File: config.mk
export PLATFORM = sky130hd
export DESIGN_NAME = trigger_word_sequencer
export DESIGN_NICKNAME = d
export VERILOG_FILES = /design/src/rtl/trigger_word_sequencer.sv
export SDC_FILE = /design/constraint.sdc
export NUM_CORES = 1
export LEC_CHECK = 0
export CORE_MARGIN = 1.5
export CORE_UTILIZATION = 55
export CTS_CLUSTER_DIAMETER = 80
export DETAILED_ROUTE_END_ITERATION = 10
export MAX_ROUTING_LAYER = met4
export PLACE_DENSITY = 0.8
export SYNTH_ARGS = -nofsm -noshare
export SYNTH_HDL_FRONTEND = slang
export SYNTH_SLANG_ARGS = --single-unit
File: constraint.sdc
create_clock -name clock -period 3.6 [get_ports clock]
set_input_delay 0.54 -clock clock [delete_from_list [all_inputs] [get_ports clock]]
set_output_delay 0.54 -clock clock [all_outputs]
set_load 0.005 [all_outputs]
File: src/rtl/trigger_word_sequencer.sv
// Programmable trigger-word table feeding an OSERDES2 parallel input; one word per trigger event.
// Optional TRIGGER_HOLDOFF_EN adds post-emission dead time with missed-trigger accounting.
module trigger_word_sequencer #(
   parameter int unsigned WIDTH          = 8,
   parameter int unsigned DEPTH          = 4,
   parameter int unsigned PERIOD_LOG2    = 24,
   parameter int unsigned HOLDOFF_CYCLES = 16
) (
   input  logic                       clock,
   input  logic                       reset,
   input  logic                       self_triggered_mode,
   input  logic                       trigger_input,
   input  logic                       table_write_enable,
   input  logic [$clog2(DEPTH)-1:0]   table_write_address,
   input  logic [WIDTH-1:0]           table_write_data,
   input  logic [$clog2(DEPTH)-1:0]   sequence_last,
   output logic [WIDTH-1:0]           word,
   output logic                       sync,
   output logic [$clog2(DEPTH)-1:0]   token,
   output logic [15:0]                missed_trigger_count
);

   localparam int unsigned TW = $clog2(DEPTH);

   if (DEPTH < 2 || (DEPTH & (DEPTH - 1)) != 0 || HOLDOFF_CYCLES == 0) begin : g_bad_param
      $error("trigger_word_sequencer: DEPTH must be a power of two >= 2 and HOLDOFF_CYCLES >= 1");
   end

   // Reset contents: entry 0 is upper-half ones, others carry MSB plus their index.
   function automatic logic [WIDTH-1:0] default_entry(input int unsigned idx);
      logic [WIDTH-1:0] w;
      if (idx == 0) begin
         w = {{(WIDTH - WIDTH/2){1'b1}}, {(WIDTH/2){1'b0}}};
      end else begin
         w            = WIDTH'(idx);
         w[WIDTH-1]   = 1'b1;
      end
      return w;
   endfunction

   logic [WIDTH-1:0]       table_q [DEPTH];
   logic [2:0]             stream_q, stream_d;
   logic [PERIOD_LOG2-1:0] period_q, period_d;
   logic [TW-1:0]          token_q, token_d;
   logic [WIDTH-1:0]       word_q, word_d;
   logic                   sync_q, sync_d;
   logic                   event_c;
   logic                   emit_c;

   always_ff @(posedge clock) begin
      if (!reset) begin
         for (int unsigned i = 0; i < DEPTH; i++) begin
            table_q[i] <= default_entry(i);
         end
      end else if (table_write_enable) begin
         table_q[table_write_address] <= table_write_data;
      end
   end

   assign event_c = self_triggered_mode ? (period_q == '0) : (stream_q == 3'b001);

`ifdef TRIGGER_HOLDOFF_EN
   localparam int unsigned HW = $clog2(HOLDOFF_CYCLES + 1);

   logic [HW-1:0] holdoff_q, holdoff_d;
   logic [15:0]   missed_q, missed_d;

   assign emit_c = event_c && (holdoff_q == '0);

   // Dead-time counter and saturating drop counter.
   always_comb begin
      holdoff_d = holdoff_q;
      missed_d  = missed_q;
      if (emit_c) begin
         holdoff_d = HW'(HOLDOFF_CYCLES - 1);
      end else if (holdoff_q != '0) begin
         holdoff_d = holdoff_q - HW'(1);
      end
      if (event_c && !emit_c && missed_q != 16'hFFFF) begin
         missed_d = missed_q + 16'd1;
      end
   end

   always_ff @(posedge clock) begin
      if (!reset) begin
         holdoff_q <= '0;
         missed_q  <= '0;
      end else begin
         holdoff_q <= holdoff_d;
         missed_q  <= missed_d;
      end
   end

   assign missed_trigger_count = missed_q;
`else
   assign emit_c               = event_c;
   assign missed_trigger_count = 16'h0000;
`endif

   always_comb begin
      stream_d = {stream_q[1:0], trigger_input};
      period_d = period_q + PERIOD_LOG2'(1);
      token_d  = token_q;
      word_d   = '0;
      sync_d   = 1'b0;
      if (emit_c) begin
         word_d  = table_q[token_q];
         sync_d  = (token_q == '0);
         token_d = (token_q >= sequence_last) ? '0 : token_q + TW'(1);
      end
   end

   always_ff @(posedge clock) begin
      if (!reset) begin
         stream_q <= '0;
         period_q <= '0;
         token_q  <= '0;
         word_q   <= '0;
         sync_q   <= 1'b0;
      end else begin
         stream_q <= stream_d;
         period_q <= period_d;
         token_q  <= token_d;
         word_q   <= word_d;
         sync_q   <= sync_d;
      end
   end

   assign word  = word_q;
   assign sync  = sync_q;
   assign token = token_q;

endmodule
# After elaboration in Yosys (flattened, before gate mapping)
# Memories as Yosys holds them, arrays and structs flattened. A register that Yosys moved wholly into a read port is not among the register bits.
# Index checks and enable logic that the tools add are counted.
# W data, S select, Z words.
[totals]
memories = 1
output_inout_bits = 27
ramBits = 32
input_bits = 17
regBits = 30
elab_cells = 27
[classes]
addsub = 2
magnitude_cmp = 1
n_mux = 13
reduce_logical = 5
n_eq_ne = 1
[mem_list]
columns = ["name", "words", "width", "rd", "rd_clocked_by_memory_dff", "write_ports", "line", "rtl"]
rows = [
  ["table_q", 4, 8, 1, 1, 4, "41", "logic [WIDTH-1:0] table_q [DEPTH];"],
]
[op_table]
columns = ["operator", "n"]
rows = [
  ["$mux W8", 5],
  ["$add A24 B1 Y24 const B", 1],
  ["$logic_not A24 Y1", 1],
  ["$reduce_or A8 Y1", 1],
  ["$mux W1", 6],
  ["$mux W2", 2],
  ["$eq A3 B1 Y1 const B", 1],
  ["$add A2 B1 Y2 const B", 1],
  ["$ge A2 B2 Y1", 1],
  ["$logic_not A2 Y1", 1],
  ["$reduce_and A2 Y1", 1],
  ["$logic_not A1 Y1", 1],
]

# Depth between registers and ports, before layout
# Gate-level depths: netlist of run 1.
[depth]
ltp_word = 5
ltp_mapped = 7
mapped_depth_nobuf = 6

# Least setup slack after synthesis of run 1
# No wires, ideal clock.
[synth_timing]
path_kind = "input port to flip-flop"
from = "in reset"
to = "mem table_q[2][0], enable pin"
path_buffers = 1
required_ps = 3265
setup_ps = 335
slack_ps = 1503
path_stages = 4
arrival_ps = 1762
cell_sequence = "clkbuf_1 > nand2_1 > nor3b_1 > nand2b_1"
[synth_rtl]
columns = ["item", "line", "rtl"]
rows = [
  ["start, declared", "10", "input logic reset,"],
  ["end, declared", "41", ""],
]

# Final worst setup path of run 1
[layout_timing]
from = "reg period_q[0]"
to = "reg period_q[20]"
[layout_between]
elab_chain_cells = 1
[layout_rtl]
columns = ["item", "line", "rtl"]
rows = [
  ["start, declared", "43", "logic [PERIOD_LOG2-1:0] period_q, period_d;"],
  ["start signal, assigned", "122", "period_q <= period_d;"],
  ["$add A24 B1 Y24", "102", "period_d = period_q + PERIOD_LOG2'(1);"],
]
# No other way between the ends.
# A chain may end at the register's enable or synchronous reset.

==> results of run 1 <==
==> metrics by stage <==
stage | utilization, % | worst slack, ns | hold slack, ns | total power, mW
floorplan | - | 1.503 | 0.4265 | 1.002
finish | 65.31 | 1.333 | 0.4668 | 1.578
global placement | 62.29 | 1.152 | 0.4342 | 1.050
global route | 65.31 | 1.149 | 0.4894 | 1.644
CTS | 65.31 | 1.253 | 0.4651 | 1.591
detailed placement | 62.29 | 1.056 | 0.4568 | 1.059
==> critical path, delay by kind of cell (launching register included) <==
family                   cells  cell delay [ns]
AO/OA/AOI/OAI                1             0.15
adder cells (fa/ha/maj)      1             0.24
flip-flops                   1             0.40
AND/OR/NAND/NOR              3             1.40
==> sequential cells by signal (all words and copies together), names as in the netlist <==
name and flops:
stream_q 3, sync 1, token 2, period_q 24, word 8, table_q 32
==> cells by family after synthesis <==
family | after synthesis | synth area share [%]
adders and majority gates | 5 | 1.974
buffers and inverters | 37 | 6.869
muxes | 8 | 5.685
DFF | 70 | 54.32
AOI/OAI and AO/OA | 25 | 4.619
and+or+nand+nor | 124 | 22.82
xor gates and xnor gates | 13 | 3.593
other | 1 | 0.1183
==> cell type report <==
class	count	area, µm²
repair buffers	32	307.8
flip-flops and latches	70	1722
well taps	72	90.09
clock buffers	12	145.1
inverters	12	45.04
multi-input cells	191	1286
fillers	426	1922
clock inverters	4	22.52
==> power breakdown <==
part	switching, mW	internal (mW)
logic	0.0598	0.0804
clock network	0.272	0.266
registers	0.0267	0.873
total	0.359	1.22
==> metal layers <==
metal	up-vias	GRT usage, %
li1	1048	-
met3	12	4.368
met5	-	-
met4	0	9.825
met2	66	30.09
met1	1024	29.85
==> Yosys cell counts, drive strengths merged (8+ instances only) <==
library cell / number
nor2b: 8
and2: 20
buf: 20
xnor2: 11
nand3: 10
nor2: 19
nand2: 8
nand2b: 13
mux4: 8
inv: 11
dfxtp: 38
edfxtp: 32
a21oi: 11
==> final timing paths <==
| path | startpoint | endpoint | slack [ns] |
|---|---|---|---|
| setup / recovery | period_q[0] | period_q[20] | 1.33 |
| hold / removal | stream_q[1] | stream_q[2] | 0.47 |
| setup reg to reg | period_q[0] | period_q[20] | 1.33 |
| hold reg to reg | stream_q[1] | stream_q[2] | 0.47 |
==> results.toml, run 1 <==
[routing]
dr_total_vias = 2150
drc = 0
routed_wl_um = 5921
viasPerCell = 5.471
first_pass_iters = 5
highest_layer = "met4"
wire_per_inst_um = 15.07
m1WireLength_um = 2891
dr_wl_met2_um = 2649
wl_met3_um = 258
drt-initial-drc-count = 157
route.antenna.remaining_nets = 0

[sta]
min_period_over_period_pct = 62.98
finalCriticalPeriod_ns = 2.267
finalSetupTns_ns = 0
hold_viol = 0
setup-violations-final = 0
maxSlewHeadroom_pct = 50.47
fmax_mhz = 441.0
tightestPinTransition_ns = 0.7394
clock_skew_ns = 0.003967
grt_setup_unrepaired = "false"
drv_slew = 0

[cts]
numCtsBuffers = 9
clk_path_buf_depth = 2
holdBufCountCts = 0
clockRootBuffer = "clkbuf_8"
clk_latency_ns = 0.33
path_clk_slew_ns = 0.07
postCtsSetupBuffers = 0
cts_sinks = 70
cts_tree = "done"
cts_resized = 0
htreeDepth = 3

[synth]
ys.flop_type = "dfxtp_1"
syn_avg_cell_area_um2 = 11.20
ys_seq_area_share_pct = 54.32
async_reset_ff_share_pct = 0
synth_edf_count = 32
synth_area_leaders = "edfxtp_1 30%, dfxtp_1 24%, mux4_2 5.7%"
ys_warn_count = 0
synthesis.area_mm2 = 0.003169
ys_seq_elements = 70
syn_inst = 283
synth_top_area_share_pct = 30.32
yosysUniqueCellTypes = 40
synth_largest_area_cell = "edfxtp_1"

[finish]
fin_area_mm2 = 0.003618
syn2layout_area_growth_pct = 14.17
drive_gt1_share_pct = 11.21
final_cell_mix = "38 x dfxtp_1, 32 x edfxtp_1, 27 x clkdlybuf4s50_1"
fin_nets = 338
fin_cells = 393
layout_commonest_cell = "dfxtp_1"
diodes = 0

[setup_path]
path_cells = "ha_1 -> nand3_1 -> or4_1 -> or3_2 -> a21oi_1"
crit_path_start_kind = "register"
slowest_delay_ns = 0.69
arrival_ns = 2.53
reg2reg_depth = 5
cpMaxStageDelayCell = "or4_1"
critPathRequiredTime_ns = 3.86
critPathMaxFanout = 8
worstSetupPathType = "reg -> reg"
end_kind = "register"

[global_route]
grt_max_degree = 27
grt_pass1_vias = 1979
antenna_found_initial = 0
grt_usage_pct = 21.35
grt_overflow_total = 0
grt_pass1_wl_um = 9680

[floorplan]
initial_utilization_pct = 57.20
io_pins = 44
rows = 27
dieWidth_um = 78.91
die_h_um = 78.91
dieArea_mm2 = 0.006227
core_area_mm2 = 0.005540

[min_path]
min_delay_path_depth = 1
hp-class = "reg -> reg"

[power]
p_leak_nw = 1.258
powerDensity_mw_per_mm2 = 436.0
peakVddDrop_mv = 0.2254

[placed_design]
dpl_cell_area_mm2 = 0.003451
placed_cells = 377
routabilityCongestion = 0.8382
dp_hpwl_um = 4339
portBuffers = 27

[run_status]
status = "finished, final reports clean"

[flow_run]
max_cap_viol_count = 0
Note: power is estimated with default switching activity, not from simulation.
==> run 2: changes to the inputs <==
CORE_UTILIZATION = 54   (was 55)
PLACE_DENSITY = 0.79   (was 0.8)
clock period = 2.2 ns   (was 3.6 ns; I/O delays follow)
==> run 2 against run 1 <==
Net effect: total power grew 75%; critical path depth is the same; critical endpoint is now period_q[18]; critical path type unchanged; first-iteration DRC count grew 17%; sequential share of layout area shrank 1.6 points; combinational power grew 86%; non-clock buffer count grew 12; via count grew 1.5%.
==> results.toml, run 2 (synthesis gave the netlist of run 1 again) <==
[sta]
clock_skew_ns = 0.01252
hold_viol = 0
worst_slack_ns = 0.09392
grt_setup_unrepaired = "false"
setup-violations-final = 0
finalCriticalPeriod_ns = 2.106
finalSetupTns_ns = 0
fmax_mhz = 474.8
drv_slew = 0
maxSlewHeadroom_pct = 53.02
min_period_over_period_pct = 95.73
tightestPinTransition_ns = 0.7014

[finish]
final_cell_mix = "38 x dfxtp_1, 32 x edfxtp_1, 27 x clkdlybuf4s50_1"
diodes = 0
largest-register = "table_q"
largest_reg_flops = 32
syn2layout_area_growth_pct = 18.04
layout_commonest_cell = "dfxtp_1"
drive_gt1_share_pct = 14.11
fin_nets = 350

[min_path]
hold_end = "stream_q[2]"
min_delay_path_depth = 1
min_from = "stream_q[1]"
hp-class = "reg -> reg"

[setup_path]
critPathMaxFanout = 8
reg2reg_depth = 5
critPathRequiredTime_ns = 2.48
timing.rr.end = "period_q[18]"
reg2reg_from = "period_q[0]"
crit_path_start_kind = "register"
rrSetupSlack_ns = 0.09
end_kind = "register"
arrival_ns = 2.39
worstSetupPathType = "reg -> reg"

[placed_design]
dp_hpwl_um = 4268
place_ws_ns = 0.1338
routabilityCongestion = 0.8332
portBuffers = 27

[cts]
cts_resized = 0
cts_sinks = 70
cts_tree = "done"
clk_path_buf_depth = 2
clk_latency_ns = 0.35
numCtsBuffers = 9
holdBufCountCts = 0
postCtsSetupBuffers = 0
clockRootBuffer = "clkbuf_8"
htreeDepth = 3
path_clk_slew_ns = 0.07

[routing]
viasPerCell = 5.388
wire_per_inst_um = 14.78
routed_wl_um = 5984
first_pass_iters = 4
route.antenna.remaining_nets = 0
drc = 0
dr_total_vias = 2182
drt-initial-drc-count = 183

[global_route]
grt_pass1_vias = 2097
grt_pass1_wl_um = 9867
grt_overflow_total = 0
grt_usage_pct = 21.99
grt_max_degree = 26
antenna_found_initial = 0

[power]
p_leak_nw = 1.326
p_total_mw = 2.758
peakVddDrop_mv = 0.4427
powerDensity_mw_per_mm2 = 737.3

[floorplan]
io_pins = 44
rows = 27
initial_utilization_pct = 56.86
die_h_um = 79.61
dieWidth_um = 79.61
core_area_mm2 = 0.005574
dieArea_mm2 = 0.006338

[flow_run]
max_cap_viol_count = 0

[run_status]
status = "finished, final reports clean"
[run 2: worst max-delay path by stage]
stage                      startpoint            to  slack, ns  cells after the start
after global routing      period_q[0]  period_q[18]     0.0003                      5
final                     period_q[0]  period_q[18]       0.09                      5
after detailed placement  period_q[0]  period_q[18]       0.13                      5
after CTS                 period_q[0]  period_q[18]       0.11                      5
after global placement    period_q[0]  period_q[18]       0.20                      5
after floorplan           period_q[0]  period_q[18]       0.20                      6
[run 2: power breakdown]
group / leakage, nW / switching (mW) / total [mW] / internal, mW
registers: 0.622 / 0.0256 / 1.45 / 1.43
logic: 0.607 / 0.117 / 0.260 / 0.143
clock network: 0.0977 / 0.467 / 1.05 / 0.578
total: 1.33 / 0.609 / 2.76 / 2.15
[run 2: routing by layer]
metal | wire length, µm | vias to the layer above | global-route usage [%]
met1 | 2774 | 1042 | 28.16
met2 | 2781 | 57 | 31.69
met4 | 153 | 0 | 13.51
met5 | 0 | - | -
li1 | - | 1069 | -
met3 | 274 | 14 | 5.029
[run 2: area by class of cell]
cell class              count  area, µm²
flip-flops and latches     70       1722
clock inverters             4      45.04
multi-input cells         191       1286
fillers                   439       1833
inverters                  12      45.04
repair buffers             44      397.9
clock buffers              12      155.1
well taps                  72      90.09
[run 2: metrics by stage]
step / hold WS [ns] / std cells / utilization, % / cell area (µm²)
floorplan: 0.4265 / 298 / - / 3226
global route: 0.4849 / 405 / 67.12 / 3741
CTS: 0.4617 / 405 / 67.12 / 3741
detailed placement: 0.4445 / 389 / 63.52 / 3541
finish: 0.4598 / 405 / 67.12 / 3741
global placement: 0.4381 / 389 / 63.52 / 3541
[run 2: worst max-delay path: stages, from the launching register on]
cell     delay [ns]
dfxtp_1        0.39
ha_1           0.23
nand3_1        0.11
or4_1          0.65
or4_1          0.52
a21oi_1        0.16
==> run 3: changes to the inputs <==
CAP_MARGIN = 20   (was not set)
GPL_TIMING_DRIVEN = 0   (was not set)
clock period = 2.4 ns   (was 2.2 ns; I/O delays follow)
==> run 3 against run 2 <==
Net effect: count of clock-buffer cells in the layout down 3; largest power group unchanged; first-iteration DRC count down 37%; critical path type is now in -> reg; non-clock buffer count up 7; combinational power down 7%; critical path depth down 1; global-route usage down 1.5 points; final area up 1.9%; clock skew down 0.0050 ns; final cell count up 1.7%; largest cell class unchanged; via count up 0.18%.
==> results.toml, run 3 (synthesis gave the netlist of run 1 again) <==
[run_status]
status = "finished, final reports clean"

[finish]
final_cell_mix = "38 x dfxtp_1, 32 x edfxtp_1, 26 x clkdlybuf4s50_1"
fin_nets = 357
fin_util_pct = 68.40
fin_area_mm2 = 0.003812
nFillCells = 420
largest_reg_flops = 32
diodes = 0
drive_gt1_share_pct = 16.18
syn2layout_area_growth_pct = 20.29
largest-register = "table_q"
layout_commonest_cell = "dfxtp_1"
fin_cells = 412

[global_route]
antenna_found_initial = 0
grt_pass1_wl_um = 9487
grt_max_degree = 14
grt_overflow_total = 0
grt_usage_pct = 20.48
grt_pass1_vias = 2042

[placed_design]
routabilityCongestion = 0.8589
dpl_cell_area_mm2 = 0.003576
dp_hpwl_um = 3939
portBuffers = 26
placed_cells = 396

[floorplan]
io_pins = 44
die_h_um = 79.61
core_area_mm2 = 0.005574
initial_utilization_pct = 56.86
rows = 27
dieArea_mm2 = 0.006338
dieWidth_um = 79.61

[routing]
drc = 0
first_pass_iters = 4
drt-initial-drc-count = 115
routed_wl_um = 5626
wire_per_inst_um = 13.66
route.antenna.remaining_nets = 0
viasPerCell = 5.306
dr_total_vias = 2186

[setup_path]
worstSetupPathType = "in -> reg"
cp.depth = 4
rrSetupSlack_ns = 0.17
critPathMaxFanout = 9
end_kind = "register"
cpMaxStageDelayCell = "clkdlybuf4s50_1"
critPathTopFamily = "simple AND/OR/NAND/NOR gates"
startpoint = "table_write_enable"
timing.rr.end = "period_q[18]"
arrival_ns = 2.27
reg2reg_from = "period_q[0]"
endpoint = "table_q[1][2]"
slowest_delay_ns = 0.59
critPathBufInv = 1
critPathRequiredTime_ns = 2.37
crit_path_start_kind = "input port"
path_cells = "clkdlybuf4s50_1 -> nand2_1 -> nor3b_2 -> nand2b_1"
reg2reg_depth = 6

[power]
p_clk_share_pct = 39.7
p_leak_nw = 1.362
switching_share_pct = 22.09
peakVddDrop_mv = 0.3791
switching_power_mw = 0.5760
pwr-share-comb_pct = 9.2
seqPwrFrac_pct = 51.0
intPower_mw = 2.032
powerDensity_mw_per_mm2 = 684.0

[sta]
setup-violations-final = 0
finalSetupTns_ns = 0
fmax_mhz = 435.7
grt_setup_unrepaired = "false"
clock_skew_ns = 0.007525
hold_viol = 0
tightestPinTransition_ns = 0.8440
min_period_over_period_pct = 95.63
maxSlewHeadroom_pct = 43.47
drv_slew = 0
finalCriticalPeriod_ns = 2.295

[cts]
clk_path_buf_depth = 2
htreeDepth = 3
clockRootBuffer = "clkbuf_8"
cts_tree = "done"
path_clk_slew_ns = 0.08
clk_latency_ns = 0.33
numCtsBuffers = 9
cts_sinks = 70
holdBufCountCts = 0

[min_path]
hp-class = "reg -> reg"

[flow_run]
max_cap_viol_count = 0
[run 3: cell types whose count changed in the layout (fill, tap and decap cells not counted), sizes merged]
cell	delta
clkdlybuf4s50	-1
clkinvlp	+1
bufinv	+1
inv	+1
buf	+3
clkbuf	+2
[run 3: worst min-delay path by stage]
stage,from,to,slack (ns),cells after the start
2_1_floorplan,stream_q[0],stream_q[1],0.43,1
3_3_place_gp,stream_q[1],stream_q[2],0.43,1
3_5_place_dp,stream_q[1],stream_q[2],0.45,1
4_1_cts,stream_q[1],stream_q[2],0.47,1
5_1_grt,stream_q[0],stream_q[1],0.51,1
6_report,stream_q[1],stream_q[2],0.46,1
[run 3: timing repair]
item / 4_1_cts / 5_1_grt
setup buffers: 0 / 0
pin swaps: 0 / 0
resized for setup: 1 / 2
setup endpoints to repair: 24 / 16
[run 3: per-layer routing]
metal / vias up / track usage, % / share of wire (%)
met5: - / - / 0
met4: 0 / 10.00 / 1.4
met3: 8 / 3.200 / 6.7
met2: 79 / 32.46 / 49
met1: 1016 / 25.71 / 43
li1: 1083 / - / -
[run 3: final cells by class]
class	count	area, µm²	area share, %
multi-input cells	191	1301	34.13
repair buffers	26	260.3	6.826
clock buffers	9	123.9	3.249
plain buffers	25	172.7	4.529
well taps	72	90.09	2.363
clock inverters	7	97.59	2.560
inverters	12	45.04	1.181
flip-flops and latches	70	1722	45.16
[run 3: power groups by stage]
stage	Sequential, mW	Combinational, mW	Clock, mW
3_3_place_gp	1.36	0.234	0
3_5_place_dp	1.36	0.239	0
6_report	1.33	0.241	1.04
4_1_cts	1.33	0.242	1.05
5_1_grt	1.34	0.264	1.10
2_1_floorplan	1.35	0.151	0
[run 3: metrics by stage]
stage                     setup WS (ns)  total power [mW]  hold slack [ns]
final                            0.1049             2.608           0.4638
after global routing            0.02181             2.697           0.5134
after global placement          -0.4866             1.589           0.4350
after floorplan                  0.3978             1.503           0.4265
after detailed placement        -0.5144             1.598           0.4452
after CTS                      -0.09313             2.627           0.4725
